**src/rtl/ipsl_pcie_apb_pkg.sv**
```systemverilog
// rtl/ipsl_pcie_apb_pkg.sv - shared state encodings and APB widths for the PCIe APB master
package ipsl_pcie_apb_pkg;

    localparam int ADDR_W = 16;
    localparam int DATA_W = 32;
    localparam int STRB_W = 4;

    typedef enum logic [1:0] {
        ST_IDLE   = 2'd0,
        ST_SETUP  = 2'd1,
        ST_ACCESS = 2'd2,
        ST_GAP    = 2'd3
    } apb_state_t;

endpackage

```
**src/rtl/ipsl_pcie_apb_cnt.sv**
```systemverilog
// rtl/ipsl_pcie_apb_cnt.sv - loadable down-counter with zero flag, saturating at 0
module ipsl_pcie_apb_cnt #(
    parameter int W = 8
) (
    input  logic         i_clk,
    input  logic         i_rst_n,
    input  logic         i_load,
    input  logic [W-1:0] i_load_val,
    input  logic         i_dec,
    output logic [W-1:0] o_count,
    output logic         o_zero
);

    logic [W-1:0] cnt;

    // load has priority so a new interval can start on the same edge the old one ends
    always_ff @(posedge i_clk or negedge i_rst_n) begin
        if (!i_rst_n) begin
            cnt <= '0;
        end else if (i_load) begin
            cnt <= i_load_val;
        end else if (i_dec && (cnt != '0)) begin
            cnt <= cnt - W'(1);
        end
    end

    assign o_count = cnt;
    assign o_zero  = (cnt == '0);

endmodule

```
**src/rtl/ipsl_pcie_apb_mst.sv**
```systemverilog
// rtl/ipsl_pcie_apb_mst.sv - command-stream APB master feeding the PCIe APB crossing; optional IPSL_PCIE_APB_MST_TIMEOUT_EN
module ipsl_pcie_apb_mst
    import ipsl_pcie_apb_pkg::*;
#(
    parameter int GAP_CYCLES     = 8,
    parameter int TIMEOUT_CYCLES = 1023
) (
    input  logic              i_clk,
    input  logic              i_rst_n,
    input  logic              i_cmd_valid,
    output logic              o_cmd_ready,
    input  logic              i_cmd_we,
    input  logic [ADDR_W-1:0] i_cmd_addr,
    input  logic [DATA_W-1:0] i_cmd_wdata,
    input  logic [STRB_W-1:0] i_cmd_strb,
    output logic              o_rsp_valid,
    output logic [DATA_W-1:0] o_rsp_rdata,
    output logic              o_rsp_err,
    output logic              o_busy,
    output logic              o_p_sel,
    output logic              o_p_ce,
    output logic              o_p_we,
    output logic [ADDR_W-1:0] o_p_addr,
    output logic [DATA_W-1:0] o_p_wdata,
    output logic [STRB_W-1:0] o_p_strb,
    input  logic              i_p_rdy,
    input  logic [DATA_W-1:0] i_p_rdata
);

    localparam int GAP_W = 8;
    localparam int TO_W  = 16;
    localparam logic [GAP_W-1:0] GAP_LOAD = GAP_W'(GAP_CYCLES);
    localparam logic [TO_W-1:0]  TO_LOAD  = TO_W'(TIMEOUT_CYCLES - 1);

    apb_state_t        state, state_nxt;
    logic              accept;
    logic              done;
    logic              abort;
    logic              gap_load;
    logic              gap_dec;
    logic              gap_zero;
    logic              to_expired;
    logic              sel_d;
    logic              ce_d;
    logic [DATA_W-1:0] rdata_d;
    logic [GAP_W-1:0]  unused_gap_cnt;

    always_ff @(posedge i_clk or negedge i_rst_n) begin
        if (!i_rst_n) begin
            state <= ST_IDLE;
        end else begin
            state <= state_nxt;
        end
    end

    always_comb begin
        state_nxt = state;
        accept    = 1'b0;
        done      = 1'b0;
        abort     = 1'b0;
        gap_load  = 1'b0;
        gap_dec   = 1'b0;
        case (state)
            ST_IDLE: begin
                if (i_cmd_valid) begin
                    accept    = 1'b1;
                    state_nxt = ST_SETUP;
                end
            end
            ST_SETUP: begin
                state_nxt = ST_ACCESS;
            end
            ST_ACCESS: begin
                // completion beats an expiry landing on the same cycle
                if (i_p_rdy) begin
                    done      = 1'b1;
                    gap_load  = 1'b1;
                    state_nxt = ST_GAP;
                end else if (to_expired) begin
                    abort     = 1'b1;
                    gap_load  = 1'b1;
                    state_nxt = ST_GAP;
                end
            end
            ST_GAP: begin
                if (gap_zero) begin
                    state_nxt = ST_IDLE;
                end else begin
                    gap_dec = 1'b1;
                end
            end
            default: begin
                state_nxt = ST_IDLE;
            end
        endcase
        sel_d   = (state_nxt == ST_SETUP) || (state_nxt == ST_ACCESS);
        ce_d    = (state_nxt == ST_ACCESS);
        rdata_d = (done && !o_p_we) ? i_p_rdata : '0;
    end

    always_ff @(posedge i_clk or negedge i_rst_n) begin
        if (!i_rst_n) begin
            o_p_sel     <= 1'b0;
            o_p_ce      <= 1'b0;
            o_p_we      <= 1'b0;
            o_p_addr    <= '0;
            o_p_wdata   <= '0;
            o_p_strb    <= '0;
            o_rsp_valid <= 1'b0;
            o_rsp_rdata <= '0;
        end else begin
            o_p_sel     <= sel_d;
            o_p_ce      <= ce_d;
            o_rsp_valid <= done || abort;
            o_rsp_rdata <= rdata_d;
            if (accept) begin
                o_p_we    <= i_cmd_we;
                o_p_addr  <= i_cmd_addr;
                o_p_wdata <= i_cmd_wdata;
                o_p_strb  <= i_cmd_strb;
            end
        end
    end

    // GAP holds for GAP_CYCLES+1 cycles so the next sel rises GAP_CYCLES+2 after the fall
    ipsl_pcie_apb_cnt #(.W(GAP_W)) u_gap_cnt (
        .i_clk      (i_clk),
        .i_rst_n    (i_rst_n),
        .i_load     (gap_load),
        .i_load_val (GAP_LOAD),
        .i_dec      (gap_dec),
        .o_count    (unused_gap_cnt),
        .o_zero     (gap_zero)
    );

`ifdef IPSL_PCIE_APB_MST_TIMEOUT_EN
    logic            to_zero;
    logic [TO_W-1:0] unused_to_cnt;

    // loaded with N-1 at accept so sel stays high for exactly N cycles on expiry
    ipsl_pcie_apb_cnt #(.W(TO_W)) u_to_cnt (
        .i_clk      (i_clk),
        .i_rst_n    (i_rst_n),
        .i_load     (accept),
        .i_load_val (TO_LOAD),
        .i_dec      ((state == ST_SETUP) || (state == ST_ACCESS)),
        .o_count    (unused_to_cnt),
        .o_zero     (to_zero)
    );

    assign to_expired = to_zero && (state == ST_ACCESS);

    always_ff @(posedge i_clk or negedge i_rst_n) begin
        if (!i_rst_n) begin
            o_rsp_err <= 1'b0;
        end else begin
            o_rsp_err <= abort;
        end
    end
`else
    logic unused_to_cfg;

    assign unused_to_cfg = ^TO_LOAD;
    assign to_expired    = 1'b0;
    assign o_rsp_err     = 1'b0;
`endif

    assign o_cmd_ready = (state == ST_IDLE);
    assign o_busy      = (state != ST_IDLE);

endmodule

```
**config.mk**
```make
export PLATFORM = sky130hd
export DESIGN_NAME = ipsl_pcie_apb_mst
export DESIGN_NICKNAME = d
export VERILOG_FILES = /design/src/rtl/ipsl_pcie_apb_pkg.sv /design/src/rtl/ipsl_pcie_apb_cnt.sv /design/src/rtl/ipsl_pcie_apb_mst.sv
export SDC_FILE = /design/constraint.sdc
export NUM_CORES = 1
export LEC_CHECK = 0
export CAP_MARGIN = 0
export CORE_MARGIN = 4
export CORE_UTILIZATION = 36
export CTS_CLUSTER_DIAMETER = 30
export DETAILED_ROUTE_END_ITERATION = 10
export PLACE_DENSITY_LB_ADDON = 0.3
export SYNTH_ARGS = -nofsm -noshare
export SYNTH_HDL_FRONTEND = slang
export SYNTH_SLANG_ARGS = --single-unit
```
**constraint.sdc**
```tcl
create_clock -name i_clk -period 1.88 [get_ports i_clk]
set_clock_uncertainty 0.1 [all_clocks]
set_input_delay 0.564 -clock i_clk [delete_from_list [all_inputs] [get_ports i_clk]]
set_output_delay 0.564 -clock i_clk [all_outputs]
set_load 0.02 [all_outputs]
```
==> reports/metrics.cfg, run 1 <==
[outcome]
status = complete, but fails checks
violations = negative setup slack

[grt]
grt_pass1_vias = 2682
grt_max_degree = 34
antenna_found_initial = 0
grt_usage_pct = 15.4
overflow = 0
grt_pass1_wl_um = 14000

[finish]
diodes = 0
nets = 541
instances_no_fill = 585
drive_gt1_share_pct = 19.2
fin_util_pct = 59.6
area_growth_pct = 59.1

[critical_path]
crit_type = reg -> reg
path_delay_family = simple AND/OR/NAND/NOR gates
cp.buffers_inverters = 2
critPathCaptureType = register
path_cells = inv_2, ha_4, or3b_4, o311ai_4, and3_1, ha_1, inv_1
cpPeakStageDelay_ns = 0.41
crit_arrival_ns = 2.11
rr_worst_depth = 7
required_ns = 2.08
setup.worst_path.start_class = register
critPathMaxFanout = 3
crit_path_top_delay_cell = or3b_4
path_depth = 7

[floorplanning]
fp-row-count = 36
start_util_pct = 37.4
pin_count = 180
core_area_sq_um = 9860
die_w_um = 109
die_h_um = 109
die-area_sq_um = 11900

[hold_path]
hold_depth = 1
min_path_type = reg -> reg

[drt]
drt-initial-drc-count = 133
routed_wl_um = 9200
routedWlPerCell_um = 15.7
drt_pass1_iterations = 4
drc = 0
ant_nets = 0
vias_per_cell = 4.60
via_count = 2692

[sta]
hold_slack_ns = 0.382
slew_viol_final = 0
fin_crit_ns = 1.91
hold_viol_final = 0
finalCritPeriodShare_pct = 101
finalSetupViolations = 1
setup_ws_ns = -0.0264
fmax_ghz = 0.525
rsz0062_at_grt = true

[power_and_ir_drop]
powerDensity_nw_per_um2 = 1330
p_leak_nw = 3.08
irDropWorstVdd_uv = 532

[place]
io_buffers = 178
dp.cells = 568
dp_hpwl_um = 7130
post-place-ws_ns = -0.189
gp_congestion = 0.821

[job]
drv_cap = 0

[synthesis]
ys_async_sr_fraction_pct = 100
synthTopCellsByArea = dfrtp_1, mux2_2, and2_1
synth-seq-area-share_pct = 66.4
synth.avg_cell_area_sq_um = 14.9
yosysUniqueCellTypes = 33
syn-cell-area_sq_um = 3690
yosys.area.top_type = dfrtp_1
synth-edff-count = 0
synth_fp_nets = 339
yosysMostFrequentCell = dfrtp_1
synth_common_cells = dfrtp_1, mux2_2, and2_1, mux2_1
syn_inst = 247
synth_ff_type = dfrtp_1
ys_ff_latch = 98
synth.top_cell.area_share_pct = 66.4
yosys_warnings = 0

[clock_network]
cts_sinks = 98
htree_num_levels = 3
ctsRootBufferMaster = clkbuf_8
cts_tree = yes
cts-buffers-inserted = 9
cts_buffer_depth = 2
clk_latency_ns = 0.35
clk_pin_slew_ns = 0.09

through the flow:
stage | setup TNS, ns | area, sq um | total power [mW]
2_1_floorplan | -0.108 | 3700 | 5.08
5_1_grt | -0.133 | 5870 | 8.36
4_1_cts | -0.0367 | 5850 | 7.91
6_report | -0.0264 | 5870 | 7.83
3_5_place_dp | -9.12 | 5770 | 7.15
3_3_place_gp | -8.66 | 5770 | 7.05
kinds of logic after synthesis:
logic type,count (synthesis),share of synthesized area (%)
adders and majority gates,3,1.02
buffers and inverters,16,3.05
DFF,98,66.4
AOI/OAI and AO/OA,14,2.91
other,1,0.102
muxes,55,16.7
and+or+nand+nor,60,9.79
cells in the final DEF (no fill, tap or decap), types with 2 or more instances in the layout:
cell type,count
nand3_1,2
clkinvlp_4,2
mux2_2,37
inv_2,2
buf_2,2
dfrtp_1,98
o211ai_1,3
or4_1,3
nor2_1,5
clkdlybuf4s50_1,87
a21oi_1,3
clkbuf_1,2
buf_4,19
clkbuf_8,10
nand3b_1,2
mux2_1,16
nand2_1,4
inv_1,3
buf_12,5
o21ai_0,3
mux2i_1,2
and2_1,32
dlygate4sd2_1,88
ha_4,2
sequential cells by signal (all words and copies together), names as in the netlist:
register           flops
o_p_addr              16
o_p_ce                 1
o_p_sel                1
o_p_strb               4
o_p_wdata             32
o_p_we                 1
o_rsp_rdata           32
o_rsp_valid            1
state                  2
u_gap_cnt.o_count      8
routing by layer:
metal | wire length, um | global-route usage [%]
met5 | 0 | 0
met4 | 95 | 4.27
met3 | 997 | 6.51
met2 | 4590 | 26.3
met1 | 3520 | 17.7
power breakdown:
group | total [mW] | internal, mW | switching, mW
Clock | 1.17 | 0.504 | 0.662
Combinational | 3.48 | 1.66 | 1.83
Sequential | 3.18 | 2.83 | 0.347
what timing repair did:
item,CTS,global route
setup buffers,2,0
gates resized for setup,98,6
hold endpoints to repair,12,0
pin swaps,3,1
setup endpoints to repair,92,4
hold buffers,1,0
cell type report:
cell class	count	area, sq um
clock buffers	12	145
inverters	5	18.8
clock inverters	2	15.0
well taps	133	166
multi-input cells	133	1170
fillers	844	3990
repair buffers	202	1900
flip-flops and latches	98	2450
path summary, 6_finish.rpt:
kind | slack (ns) | from | endpoint
min in group asynchronous | 0.55 | i_rst_n | o_p_wdata[30]$_DFFE_PN0P_
worst max register to register | -0.03 | u_gap_cnt.o_count[1]$_DFFE_PN0P_ | o_p_sel$_DFF_PN0_
worst min register to register | 0.38 | o_p_wdata[0]$_DFFE_PN0P_ | o_p_wdata[0]$_DFFE_PN0P_
worst min-delay path | 0.38 | o_p_wdata[0]$_DFFE_PN0P_ | o_p_wdata[0]$_DFFE_PN0P_
max in group asynchronous | 0.63 | i_rst_n | o_p_wdata[5]$_DFFE_PN0P_
worst max-delay path | -0.03 | u_gap_cnt.o_count[1]$_DFFE_PN0P_ | o_p_sel$_DFF_PN0_
worst register-to-register path: stages (launching register included):
cell and delay, ns:
dfrtp_1 0.40, inv_2 0.09, ha_4 0.13, or3b_4 0.41, o311ai_4 0.25, and3_1 0.21, ha_1 0.22, inv_1 0.05
Note: power is estimated with default switching activity, not from simulation.
==> run 2, diff against run 1 <==
--- a/config.mk
+++ b/config.mk
@@ -11,6 +11,7 @@
 export CTS_CLUSTER_DIAMETER = 30
 export DETAILED_ROUTE_END_ITERATION = 10
 export PLACE_DENSITY_LB_ADDON = 0.3
+export SLEW_MARGIN = 20
 export SYNTH_ARGS = -nofsm -noshare
 export SYNTH_HDL_FRONTEND = slang
 export SYNTH_SLANG_ARGS = --single-unit
==> results of run 2 <==
The final DEF is identical to that of run 1; final timing and power are the same.
==> run 3, diff against run 2 <==
--- a/config.mk
+++ b/config.mk
@@ -6,8 +6,10 @@
 export NUM_CORES = 1
 export LEC_CHECK = 0
 export CAP_MARGIN = 0
+export CELL_PAD_IN_SITES_DETAIL_PLACEMENT = 1
+export CELL_PAD_IN_SITES_GLOBAL_PLACEMENT = 1
 export CORE_MARGIN = 4
-export CORE_UTILIZATION = 36
+export CORE_UTILIZATION = 28
 export CTS_CLUSTER_DIAMETER = 30
 export DETAILED_ROUTE_END_ITERATION = 10
 export PLACE_DENSITY_LB_ADDON = 0.3
==> run 3 against run 2 <==
Effect of this change:
- the run still ends with negative setup slack left
- via count increased by 1.1%
- first-iteration DRC count decreased by 19%
- global-route usage decreased by 1.7 points
- hold slack got worse by 0.21 ns
- fmax decreased by 0.55%
- critical path depth unchanged
- register-to-register slack about the same
- critical endpoint unchanged
- highest routed layer unchanged
- utilization decreased by 12 points
- design area increased by 3.8%
- sequential share of layout area decreased by 1.5 points
- non-clock buffer count increased by 1
==> reports/metrics.cfg, run 3 (same netlist as run 1, synthesis figures left out) <==
[sta]
finalSetupViolations = 1  ; unchanged
slew_headroom_pct = 64.5
finalCritPeriodShare_pct = 102  ; +0.56 points
fmax_ghz = 0.522  ; -0.55%
setup_ws_ns = -0.0370  ; -0.0105 ns
fin_crit_ns = 1.92  ; +0.0105 ns
worst_pin_slew_ns = 0.533
slew_viol_final = 0  ; unchanged
hold_viol_final = 0  ; unchanged
rsz0062_at_grt = true
hold_slack_ns = 0.168  ; -0.214 ns

[clock_network]
clk_latency_ns = 0.34  ; about the same
cts_buffer_depth = 2  ; unchanged
ctsRootBufferMaster = clkbuf_16
clk_pin_slew_ns = 0.07  ; -0.02 ns
cts_tree = yes
cts-buffers-inserted = 9  ; unchanged
htree_num_levels = 3  ; unchanged
cts_sinks = 98  ; unchanged

[floorplanning]
core_area_sq_um = 12800  ; +29%
start_util_pct = 28.9  ; -8.5 points
pin_count = 180  ; unchanged
fp-row-count = 41  ; +14%
die_w_um = 123  ; +12%
die_h_um = 123  ; +12%
die-area_sq_um = 15100  ; +26%

[drt]
drt-initial-drc-count = 108  ; -19%
vias_per_cell = 4.34  ; -5.7%
via_count = 2722  ; +1.1%
drc = 0  ; unchanged
routedWlPerCell_um = 16.0  ; +1.9%
drt_pass1_iterations = 3  ; -1
ant_nets = 0  ; unchanged
routed_wl_um = 10100  ; +9.2%

[finish]
nets = 542  ; +0.18%
instances_no_fill = 627  ; +7.2%
final_common_cell = dfrtp_1
fin_util_pct = 47.7  ; -12 points
area_growth_pct = 65.2
drive_gt1_share_pct = 21.5  ; +2.3 points
final_cell_mix = dfrtp_1, dlygate4sd2_1, clkdlybuf4s50_1, mux2_2, and2_1
diodes = 0  ; unchanged
top_regs = o_p_wdata: 32 flops, o_rsp_rdata: 32 flops, o_p_addr: 16 flops

[outcome]
status = complete, but fails checks
violations = negative setup slack

[critical_path]
path_depth = 7  ; unchanged
setup.worst_path.start_class = register
crit_path_top_delay_cell = or3b_4
crit_arrival_ns = 2.10  ; about the same
path_delay_family = simple AND/OR/NAND/NOR gates
required_ns = 2.07  ; about the same
critPathMaxFanout = 3  ; unchanged
crit_type = reg -> reg
cpPeakStageDelay_ns = 0.40  ; about the same
rrSetupSlack_ns = -0.04  ; about the same
r2r_start = u_gap_cnt.o_count[1]$_DFFE_PN0P_
path_cells = inv_2, ha_4, or3b_4, o311ai_4, and3_4, ha_4, inv_2
cp-startpoint = u_gap_cnt.o_count[1]$_DFFE_PN0P_
r2r-end = o_p_sel$_DFF_PN0_
critPathCaptureType = register
cp.buffers_inverters = 2  ; unchanged
endpoint = o_p_sel$_DFF_PN0_
rr_worst_depth = 7  ; unchanged

[job]
drv_cap = 0  ; unchanged

[grt]
grt_pass1_vias = 3028  ; +13%
grt_pass1_wl_um = 15900  ; +14%
overflow = 0  ; unchanged
antenna_found_initial = 0  ; unchanged
grt_max_degree = 99  ; +190%
grt_usage_pct = 13.7  ; -1.7 points

[power_and_ir_drop]
irDropWorstVdd_uv = 486  ; -8.5%
p_leak_nw = 3.17  ; +2.8%
powerDensity_nw_per_um2 = 1450  ; +8.6%

[place]
gp_congestion = 0.786  ; -4.3%
io_buffers = 178  ; unchanged
dp_hpwl_um = 7440  ; +4.4%
dp.cells = 603  ; +6.2%

[hold_path]
min_path_type = in -> async

==> run 3: cell type report <==
type                       count  area, sq um
clock inverter                 5         77.6
tap                          172          215
timing repair buffer         203         1880
multi-input combinational    133         1210
inverter                       5         18.8
sequential                    98         2450
clock buffer                  11          243
fill                        1345         6680
==> run 3: worst reg2reg max path, stage by stage (launching register included) <==
cell,delay (ns)
dfrtp_1,0.39
inv_2,0.09
ha_4,0.13
or3b_4,0.40
o311ai_4,0.29
and3_4,0.25
ha_4,0.20
inv_2,0.04
==> run 3: per-stage QoR <==
step | power (mW) | setup WS (ns) | TNS [ns] | cell area, sq um
4_1_cts | 8.76 | -0.0176 | -0.0348 | 6010
3_3_place_gp | 7.03 | -0.170 | -8.65 | 5770
5_1_grt | 9.39 | -0.102 | -0.147 | 6100
2_1_floorplan | 5.08 | -0.108 | -0.108 | 3700
3_5_place_dp | 7.17 | -0.198 | -10.20 | 5770
6_report | 8.83 | -0.0370 | -0.0370 | 6100
==> run 3: how the worst min path moves through the flow <==
stage / startpoint / endpoint / slack [ns] / cells past startpoint
after floorplan: i_rst_n / o_p_addr[0]$_DFFE_PN0P_ / 0.17 / 0
after global placement: o_p_wdata[17]$_DFFE_PN0P_ / o_p_wdata[17]$_DFFE_PN0P_ / 0.37 / 1
after detailed placement: o_p_wdata[13]$_DFFE_PN0P_ / o_p_wdata[13]$_DFFE_PN0P_ / 0.38 / 1
after global routing: i_rst_n / o_p_wdata[15]$_DFFE_PN0P_ / 0.21 / 2
final: i_rst_n / o_p_wdata[10]$_DFFE_PN0P_ / 0.17 / 2
after CTS: i_rst_n / o_p_wdata[15]$_DFFE_PN0P_ / 0.20 / 2
==> run 3: report_power, final <==
part,internal (mW),switching [mW]
clock,1.20,0.784
sequential,2.84,0.347
combinational,1.75,1.91
total,5.79,3.04
==> run 3: repair_timing <==
| item | in CTS | in global routing |
|---|---|---|
| buffers inserted | 2 | 6 |
| pin swaps | 2 | 5 |
| resized for setup | 97 | 13 |
| hold buffers | 0 | 0 |
| setup endpoints to repair | 93 | 4 |
==> run 3: metal layers <==
metal | vias to the layer above | share of wire, % | wire length, um | GRT usage (%)
li1 | 1250 | - | - | -
met1 | 1327 | 40 | 4060 | 16.5
met2 | 131 | 45 | 4560 | 20.7
met3 | 14 | 13 | 1260 | 6.59
met4 | 0 | 1.7 | 171 | 6.09
met5 | - | 0 | 0 | 0
